**config.mk**
```make
export PLATFORM = sky130hd
export DESIGN_NAME = flag_stack_unit
export DESIGN_NICKNAME = d
export VERILOG_FILES = /design/src/rtl/flag_stack_unit_pkg.sv /design/src/rtl/flag_stack_unit_mem.sv /design/src/rtl/flag_stack_unit.sv
export SDC_FILE = /design/constraint.sdc
export NUM_CORES = 1
export LEC_CHECK = 0
export BUFFER_PORTS_ARGS = -buffer_cell sky130_fd_sc_hd__buf_2
export CORE_ASPECT_RATIO = 0.7
export CORE_MARGIN = 3
export CORE_UTILIZATION = 29
export DETAILED_ROUTE_END_ITERATION = 12
export PLACE_DENSITY = 0.47
export SLEW_MARGIN = 25
export SYNTH_ARGS = -nofsm -noshare
export SYNTH_HDL_FRONTEND = slang
export SYNTH_SLANG_ARGS = --single-unit
```
**constraint.sdc**
```tcl
create_clock -name clk -period 2 [get_ports clk]
set_input_delay 0.4 -clock clk [delete_from_list [all_inputs] [get_ports clk]]
set_output_delay 0.4 -clock clk [all_outputs]
set_load 0.1 [all_outputs]
```
**src/rtl/flag_stack_unit_pkg.sv**
```systemverilog
// ---------------------------------------------------------------------------
// flag_stack_unit_pkg
// Shared SAYEH definitions for the {C,Z} flag stack: restore-sequence FSM
// encoding, the default stack depth, and the flag packing helper.
// ---------------------------------------------------------------------------
package flag_stack_unit_pkg;

    localparam int FSU_DEPTH_DEFAULT = 8;

    typedef enum logic [1:0] {
        IDLE   = 2'd0,
        POP_RD = 2'd1,
        POP_LD = 2'd2
    } fsu_state_e;

    // Stack entry layout: bit 1 = carry, bit 0 = zero.
    function automatic logic [1:0] pack_flags(input logic c, input logic z);
        return {c, z};
    endfunction

endpackage

```
**src/rtl/flag_stack_unit_mem.sv**
```systemverilog
// ---------------------------------------------------------------------------
// flag_lifo_mem
// DEPTH x 2-bit storage for saved {C,Z} pairs. Synchronous write on the
// falling clock edge (matching the CPU status register), combinational read.
// Ports:
//   clk    : CPU clock (falling edge active)
//   we     : write enable
//   waddr  : write address
//   wdata  : {C,Z} to store
//   raddr  : read address
//   rdata  : {C,Z} at raddr
// ---------------------------------------------------------------------------
module flag_lifo_mem
    import flag_stack_unit_pkg::*;
#(
    parameter int DEPTH = FSU_DEPTH_DEFAULT,
    parameter int AW    = 3
) (
    input  logic          clk,
    input  logic          we,
    input  logic [AW-1:0] waddr,
    input  logic [1:0]    wdata,
    input  logic [AW-1:0] raddr,
    output logic [1:0]    rdata
);

    logic [1:0] mem [DEPTH];

    always_ff @(negedge clk) begin
        if (we) begin
            mem[waddr] <= wdata;
        end
    end

    assign rdata = mem[raddr];

endmodule

```
**src/rtl/flag_stack_unit.sv**
```systemverilog
// ---------------------------------------------------------------------------
// flag_stack_unit
// LIFO of {C,Z} flag pairs for call/interrupt entry and return. A push saves
// the live flags in one cycle; a pop runs a short restore sequence that
// presents the saved flags on Cin_out/Zin_out and strobes SRload_out so the
// status register reloads them two edges after the pop was sampled.
// All state changes on the falling edge of clk, like the status register.
// Ports:
//   clk           : CPU clock (falling edge active)
//   ExternalReset : synchronous active-high reset
//   Cflag, Zflag  : live carry / zero from the status register
//   push, pop     : save / restore requests (honoured only when idle)
//   clr_err       : clears the sticky overflow / underflow flags
//   Cin_out       : restored carry to status register
//   Zin_out       : restored zero to status register
//   SRload_out    : one-cycle load strobe to status register
//   busy          : restore sequence in progress
//   full, empty   : occupancy flags
//   level         : number of entries held
//   overflow      : sticky, push attempted while full
//   underflow     : sticky, pop attempted while empty
// ---------------------------------------------------------------------------
module flag_stack_unit
    import flag_stack_unit_pkg::*;
#(
    parameter int DEPTH = FSU_DEPTH_DEFAULT
) (
    input  logic                     clk,
    input  logic                     ExternalReset,
    input  logic                     Cflag,
    input  logic                     Zflag,
    input  logic                     push,
    input  logic                     pop,
    input  logic                     clr_err,
    output logic                     Cin_out,
    output logic                     Zin_out,
    output logic                     SRload_out,
    output logic                     busy,
    output logic                     full,
    output logic                     empty,
    output logic [$clog2(DEPTH):0]   level,
    output logic                     overflow,
    output logic                     underflow
);

    localparam int AW  = $clog2(DEPTH);
    localparam int SPW = $clog2(DEPTH) + 1;

    fsu_state_e     state;
    logic [SPW-1:0] sp;
    logic           we;
    logic [AW-1:0]  waddr;
    logic [AW-1:0]  raddr;
    logic [1:0]     rdata;

    assign level = sp;
    assign empty = (sp == '0);
    assign full  = (sp == SPW'(DEPTH));
    assign busy  = (state != IDLE);

    // Write happens on the same edge that bumps sp, so the entry lands at
    // the old top-of-stack index.
    assign we    = (state == IDLE) && push && !full && !ExternalReset;
    assign waddr = sp[AW-1:0];
    // Top entry sits one below sp; the value is only used when sp != 0.
    assign raddr = AW'(sp - SPW'(1));

    flag_lifo_mem #(
        .DEPTH (DEPTH),
        .AW    (AW)
    ) u_mem (
        .clk   (clk),
        .we    (we),
        .waddr (waddr),
        .wdata (pack_flags(Cflag, Zflag)),
        .raddr (raddr),
        .rdata (rdata)
    );

    always_ff @(negedge clk) begin
        if (ExternalReset) begin
            state      <= IDLE;
            sp         <= '0;
            Cin_out    <= 1'b0;
            Zin_out    <= 1'b0;
            SRload_out <= 1'b0;
            overflow   <= 1'b0;
            underflow  <= 1'b0;
        end else begin
            SRload_out <= 1'b0;
            // Clear first so an error event later in this block overrides it.
            if (clr_err) begin
                overflow  <= 1'b0;
                underflow <= 1'b0;
            end
            case (state)
                IDLE: begin
                    // Push has priority; a coincident pop is silently dropped.
                    if (push) begin
                        if (!full) begin
                            sp <= sp + SPW'(1);
                        end else begin
                            overflow <= 1'b1;
                        end
                    end else if (pop) begin
                        if (!empty) begin
                            sp      <= sp - SPW'(1);
                            Cin_out <= rdata[1];
                            Zin_out <= rdata[0];
                            state   <= POP_RD;
                        end else begin
                            underflow <= 1'b1;
                        end
                    end
                end
                POP_RD: begin
                    // Strobe is registered so it is high for the whole POP_LD cycle.
                    SRload_out <= 1'b1;
                    state      <= POP_LD;
                end
                POP_LD: begin
                    state <= IDLE;
                end
                default: begin
                    state <= IDLE;
                end
            endcase
        end
    end

endmodule

```
==> flow_results.org <==
** Logic synthesis
- Multiplexer share of the synthesized area :: 0.07350
- Main flop type after synthesis :: sky130_fd_sc_hd__edfxtp_1
- Fraction of the mapped netlist area in adder cells :: 0.02070
- Cell types with the largest area share after synthesis :: sky130_fd_sc_hd__edfxtp_1 40%, sky130_fd_sc_hd__dfxtp_1 18%, sky130_fd_sc_hd__nor2_1 4.0%, sky130_fd_sc_hd__mux2i_1 3.3%, sky130_fd_sc_hd__mux4_1 2.2%
- The mapped netlist covers roughly 1200 um^2.
- Share of flip-flops with an asynchronous set or reset after synthesis :: 0
- The number of nets handed over by synthesis was 107.
- Synth top area share :: 0.3975
- Warnings, synthesis :: 0
- Fraction of the yosys area taken by sequential cells :: 0.5797
- Fraction of synthesized cell area in xor and xnor cells :: 0.02795
- The share of the synthesized area in compound gates (AO/OA/AOI/OAI) is 0.08903.
- Number of enable-type register cells in the synthesized netlist :: 16
- Number of cells produced by synthesis :: 98
- Largest area contributor in the synthesized netlist :: sky130_fd_sc_hd__edfxtp_1
- Post-synthesis sequential element count :: 27
- After synthesis, the largest family of logic cells by area is simple AND/OR/NAND/NOR gates.
- Yosys cell types :: 36
- Mean instance size in the synthesized netlist :: 12.33 um^2
- Of the total synthesized cell area, the portion taken by AND, OR, NAND and NOR gates is 0.1667.

** CTS
- Total CTS buffers :: 3
- Clock network latency to the later pin of the worst-skew pair :: 0.35 ns
- Clock-pin transition on the worst setup and hold timing paths :: 0.04 ns
- Number of H-tree levels :: 1
- Counting every sink on the clock net gives 27.
- In this run the clock root is driven by a sky130_fd_sc_hd__clkbuf_8.
- TritonCTS clock tree :: done
- Buffer levels on the longest clock path :: 2

** Setup path
- The worst setup path is launched from a flip-flop.
- The signal on the critical path passes through inv_4, ha_4, or3b_4, clkinvlp_4, buf_12.
- The startpoint identified for the worst register-to-register timing path is level[2]$_SDFFE_NP0P_.
- Capture point of the worst reg-to-reg path :: Cin_out$_SDFFE_NP0P_
- Critical Path RT :: 1.60 ns
- For this design, the slowest cell found on the critical path is sky130_fd_sc_hd__or3b_4.
- Endpoint kind of the worst setup timing path :: output pin
- On the critical path the largest part of the delay comes from simple AND/OR/NAND/NOR gates.
- Data on the critical path arrives at its endpoint at 2.55 ns.
- For this run, the slowest stage of the critical path takes 0.39 ns.
- R2R setup slack :: around 0.01 ns
- Along the worst path, the maximum fanout reaches 2.
- The setup path with the least slack is of type flip-flop to output pin.
- Number of buffers and inverters on the critical path :: 3
- Measured in cells, the most critical reg-to-reg path has a length of 7.

** STA
- The number of hold violations in the final report is 0.
- Pins over their slew limit :: 0
- Setup slack after layout :: -0.9456 ns
- For the pin with the worst max-slew slack, the measured transition is 0.4239 ns.
- Slew HR :: 0.7101
- Setup TNS after final layout :: -6.359 ns
- RSZ-0062 raised after global routing :: yes
- Setup skew after layout :: approximately 0.012 ns
- Endpoints failing setup :: 34

** Worst hold path
- For hold timing, the worst endpoint is Cin_out$_SDFFE_NP0P_.
- Worst hold path cell count :: 1
- The tightest min-delay check is of the flip-flop to flip-flop type.
- Startpoint of the most critical hold path :: Cin_out$_SDFFE_NP0P_

** Routing
- Detailed router's first-iteration violation count :: 22
- For this run, design rule violations remaining after detail routing come to 0.
- The routed design has approximately 3200 um of wire.
- Average wire per standard cell :: 14.81 um
- The first detailed-routing pass took 4 iterations.
- The routed layout has 1018 vias.
- Vias per inst :: 4.648
- Number of antenna-violating nets in the routed design :: 0

** Place
- Routability-driven placement finished with a final weighted congestion of 0.7325.
- Number of buffers inserted by port buffering :: 18
- At the placement stage, the worst setup path has a slack of -0.5745 ns.
- Placement-stage cell area :: 1753 um^2
- Post-placement cell count :: 180
- Total half-perimeter wirelength after legalization and detailed placement :: 2189 um

** Cells and area
- Number of antenna cells inserted :: 0
- From synthesis to final layout, the design area changed by 79.50%.
- For this run, the share of the core covered by cells in the final layout is 0.5768.
- Number of nets in the final layout :: around 180
- Post-route cell area :: 2170 um^2
- Ratio of cells with drive above 1 in the final layout :: 0.5385
- In the layout the commonest cells are 28 x sky130_fd_sc_hd__inv_1, 17 x sky130_fd_sc_hd__buf_4, 16 x sky130_fd_sc_hd__edfxtp_1, 12 x sky130_fd_sc_hd__buf_12, 10 x sky130_fd_sc_hd__buf_6.
- Final standard cell count with taps included and fillers excluded :: 219
- Fill cells in the final layout number 308.
- Leaving out fill and tap cells, the most frequent cell in the layout is sky130_fd_sc_hd__inv_1.

** Pwr
- Combinational cell fraction of total power :: 0.576
- Switching portion of total power :: 0.4357
- Pint :: roughly 1.8 mW
- VDD sags by at most roughly 0.00096 V.
- The share of total power dissipated in sequential elements is 0.224.
- Fraction of power consumed by the clock network :: 0.200
- Switching component of the power :: about 1.4 mW
- The analysis attributes to cell leakage a power of ~0.89 nW.
- Total power density per cell area :: roughly 1500 nW/um^2

** Global routing
- GRT Overall Usage :: 0.1441
- Antenna violations before repair :: 0
- The number of global-route vias before repair came to 1151.
- Overflow after GRT :: 0
- Maximum number of pins on one net before global-route repair :: 16
- Wire length of the first global-routing pass :: ~5500 um

** Status
- Violations in the final reports :: negative setup slack
- The run finished, with violations left.

** Floorplan
- After floorplanning, the core was divided into 18 placement rows.
- Starting density of the core :: 0.3214
- During I/O placement, the number of pins put on the boundary was 19.
- CORE AREA :: 3761 um^2
- Overall die width :: 83.16 um
- The die is ~60 um tall.
- The floorplan step defined a die boundary enclosing 4991 um^2.

** Job
- Number of maximum-capacitance violations :: 0
worst max path at each step:
| stage | from | end | depth (start not counted) |
|---|---|---|---|
| 2_1_floorplan | level[0]$_SDFFE_NP0P_ | empty | 4 |
| 3_3_place_gp | level[1]$_SDFFE_NP0P_ | empty | 5 |
| 3_5_place_dp | level[1]$_SDFFE_NP0P_ | empty | 5 |
| 4_1_cts | level[0]$_SDFFE_NP0P_ | empty | 5 |
| 5_1_grt | level[1]$_SDFFE_NP0P_ | empty | 5 |
| 6_report | level[1]$_SDFFE_NP0P_ | empty | 5 |
Yosys cell counts (2+ instances only):
cell / number
sky130_fd_sc_hd__a2111oi_0: 2
sky130_fd_sc_hd__a21oi_1: 3
sky130_fd_sc_hd__a31oi_1: 2
sky130_fd_sc_hd__a32o_1: 2
sky130_fd_sc_hd__buf_2: 2
sky130_fd_sc_hd__dfxtp_1: 11
sky130_fd_sc_hd__edfxtp_1: 16
sky130_fd_sc_hd__ha_1: 2
sky130_fd_sc_hd__inv_1: 6
sky130_fd_sc_hd__mux2i_1: 4
sky130_fd_sc_hd__nand2_1: 5
sky130_fd_sc_hd__nor2_1: 13
sky130_fd_sc_hd__nor2b_1: 2
sky130_fd_sc_hd__nor3_1: 2
sky130_fd_sc_hd__nor3b_1: 2
sky130_fd_sc_hd__o21ai_0: 2
sky130_fd_sc_hd__or3_1: 2
sky130_fd_sc_hd__xnor2_1: 2
metrics by stage:
| stage | hold slack (ns) | power [mW] |
|---|---|---|
| CTS | 0.5012 | 3.170 |
| detailed placement | 0.4932 | 2.378 |
| floorplan | 0.4693 | 1.824 |
| finish | 0.4979 | 3.220 |
| global route | 0.5144 | 3.410 |
| global placement | 0.4856 | 2.362 |
power groups by stage:
stage / registers, mW / clock network (mW) / logic [mW]
finish: 0.720 / 0.644 / 1.86
global route: 0.727 / 0.724 / 1.96
CTS: 0.721 / 0.663 / 1.79
detailed placement: 0.725 / 0.0842 / 1.57
global placement: 0.722 / 0.0842 / 1.56
floorplan: 1.03 / 0.0842 / 0.706
registers in the layout, summed over array words and instances (netlist names):
signal,cells
Cin_out,1
SRload_out,1
Zin_out,1
level,4
overflow,1
state,2
u_mem.mem,16
underflow,1
logic make-up after synthesis:
group / after synthesis
DFF: 27
buffers and inverters: 11
and+or+nand+nor: 35
AOI/OAI and AO/OA: 14
adders and majority gates: 2
muxes: 6
xor gates and xnor gates: 3
area by class of cell:
type / instances / area [um^2] / area share
flip-flops and latches: 27 / 737.0 / 0.3397
multi-input cells: 60 / 628.1 / 0.2895
repair buffers: 45 / 530.5 / 0.2445
clock inverters: 28 / 131.4 / 0.06055
well taps: 50 / 62.56 / 0.02884
clock buffers: 3 / 41.29 / 0.01903
inverters: 6 / 38.79 / 0.01788
routing by layer:
layer / wire length (um) / global-route usage
met1: 1492 / 0.1710
met2: 1560 / 0.2340
met3: 152 / 0.05234
met4: 38 / 0.07459
met5: 0 / 0
what timing repair did:
item / in CTS / in global routing
hold buffers: 0 / 0
cloned: 0 / 0
resized for setup: 33 / 10
setup buffers: 8 / 3
endpoints found under the setup margin: 34 / 34
pin swaps: 11 / 8
Power figures use the tool's default switching activity.
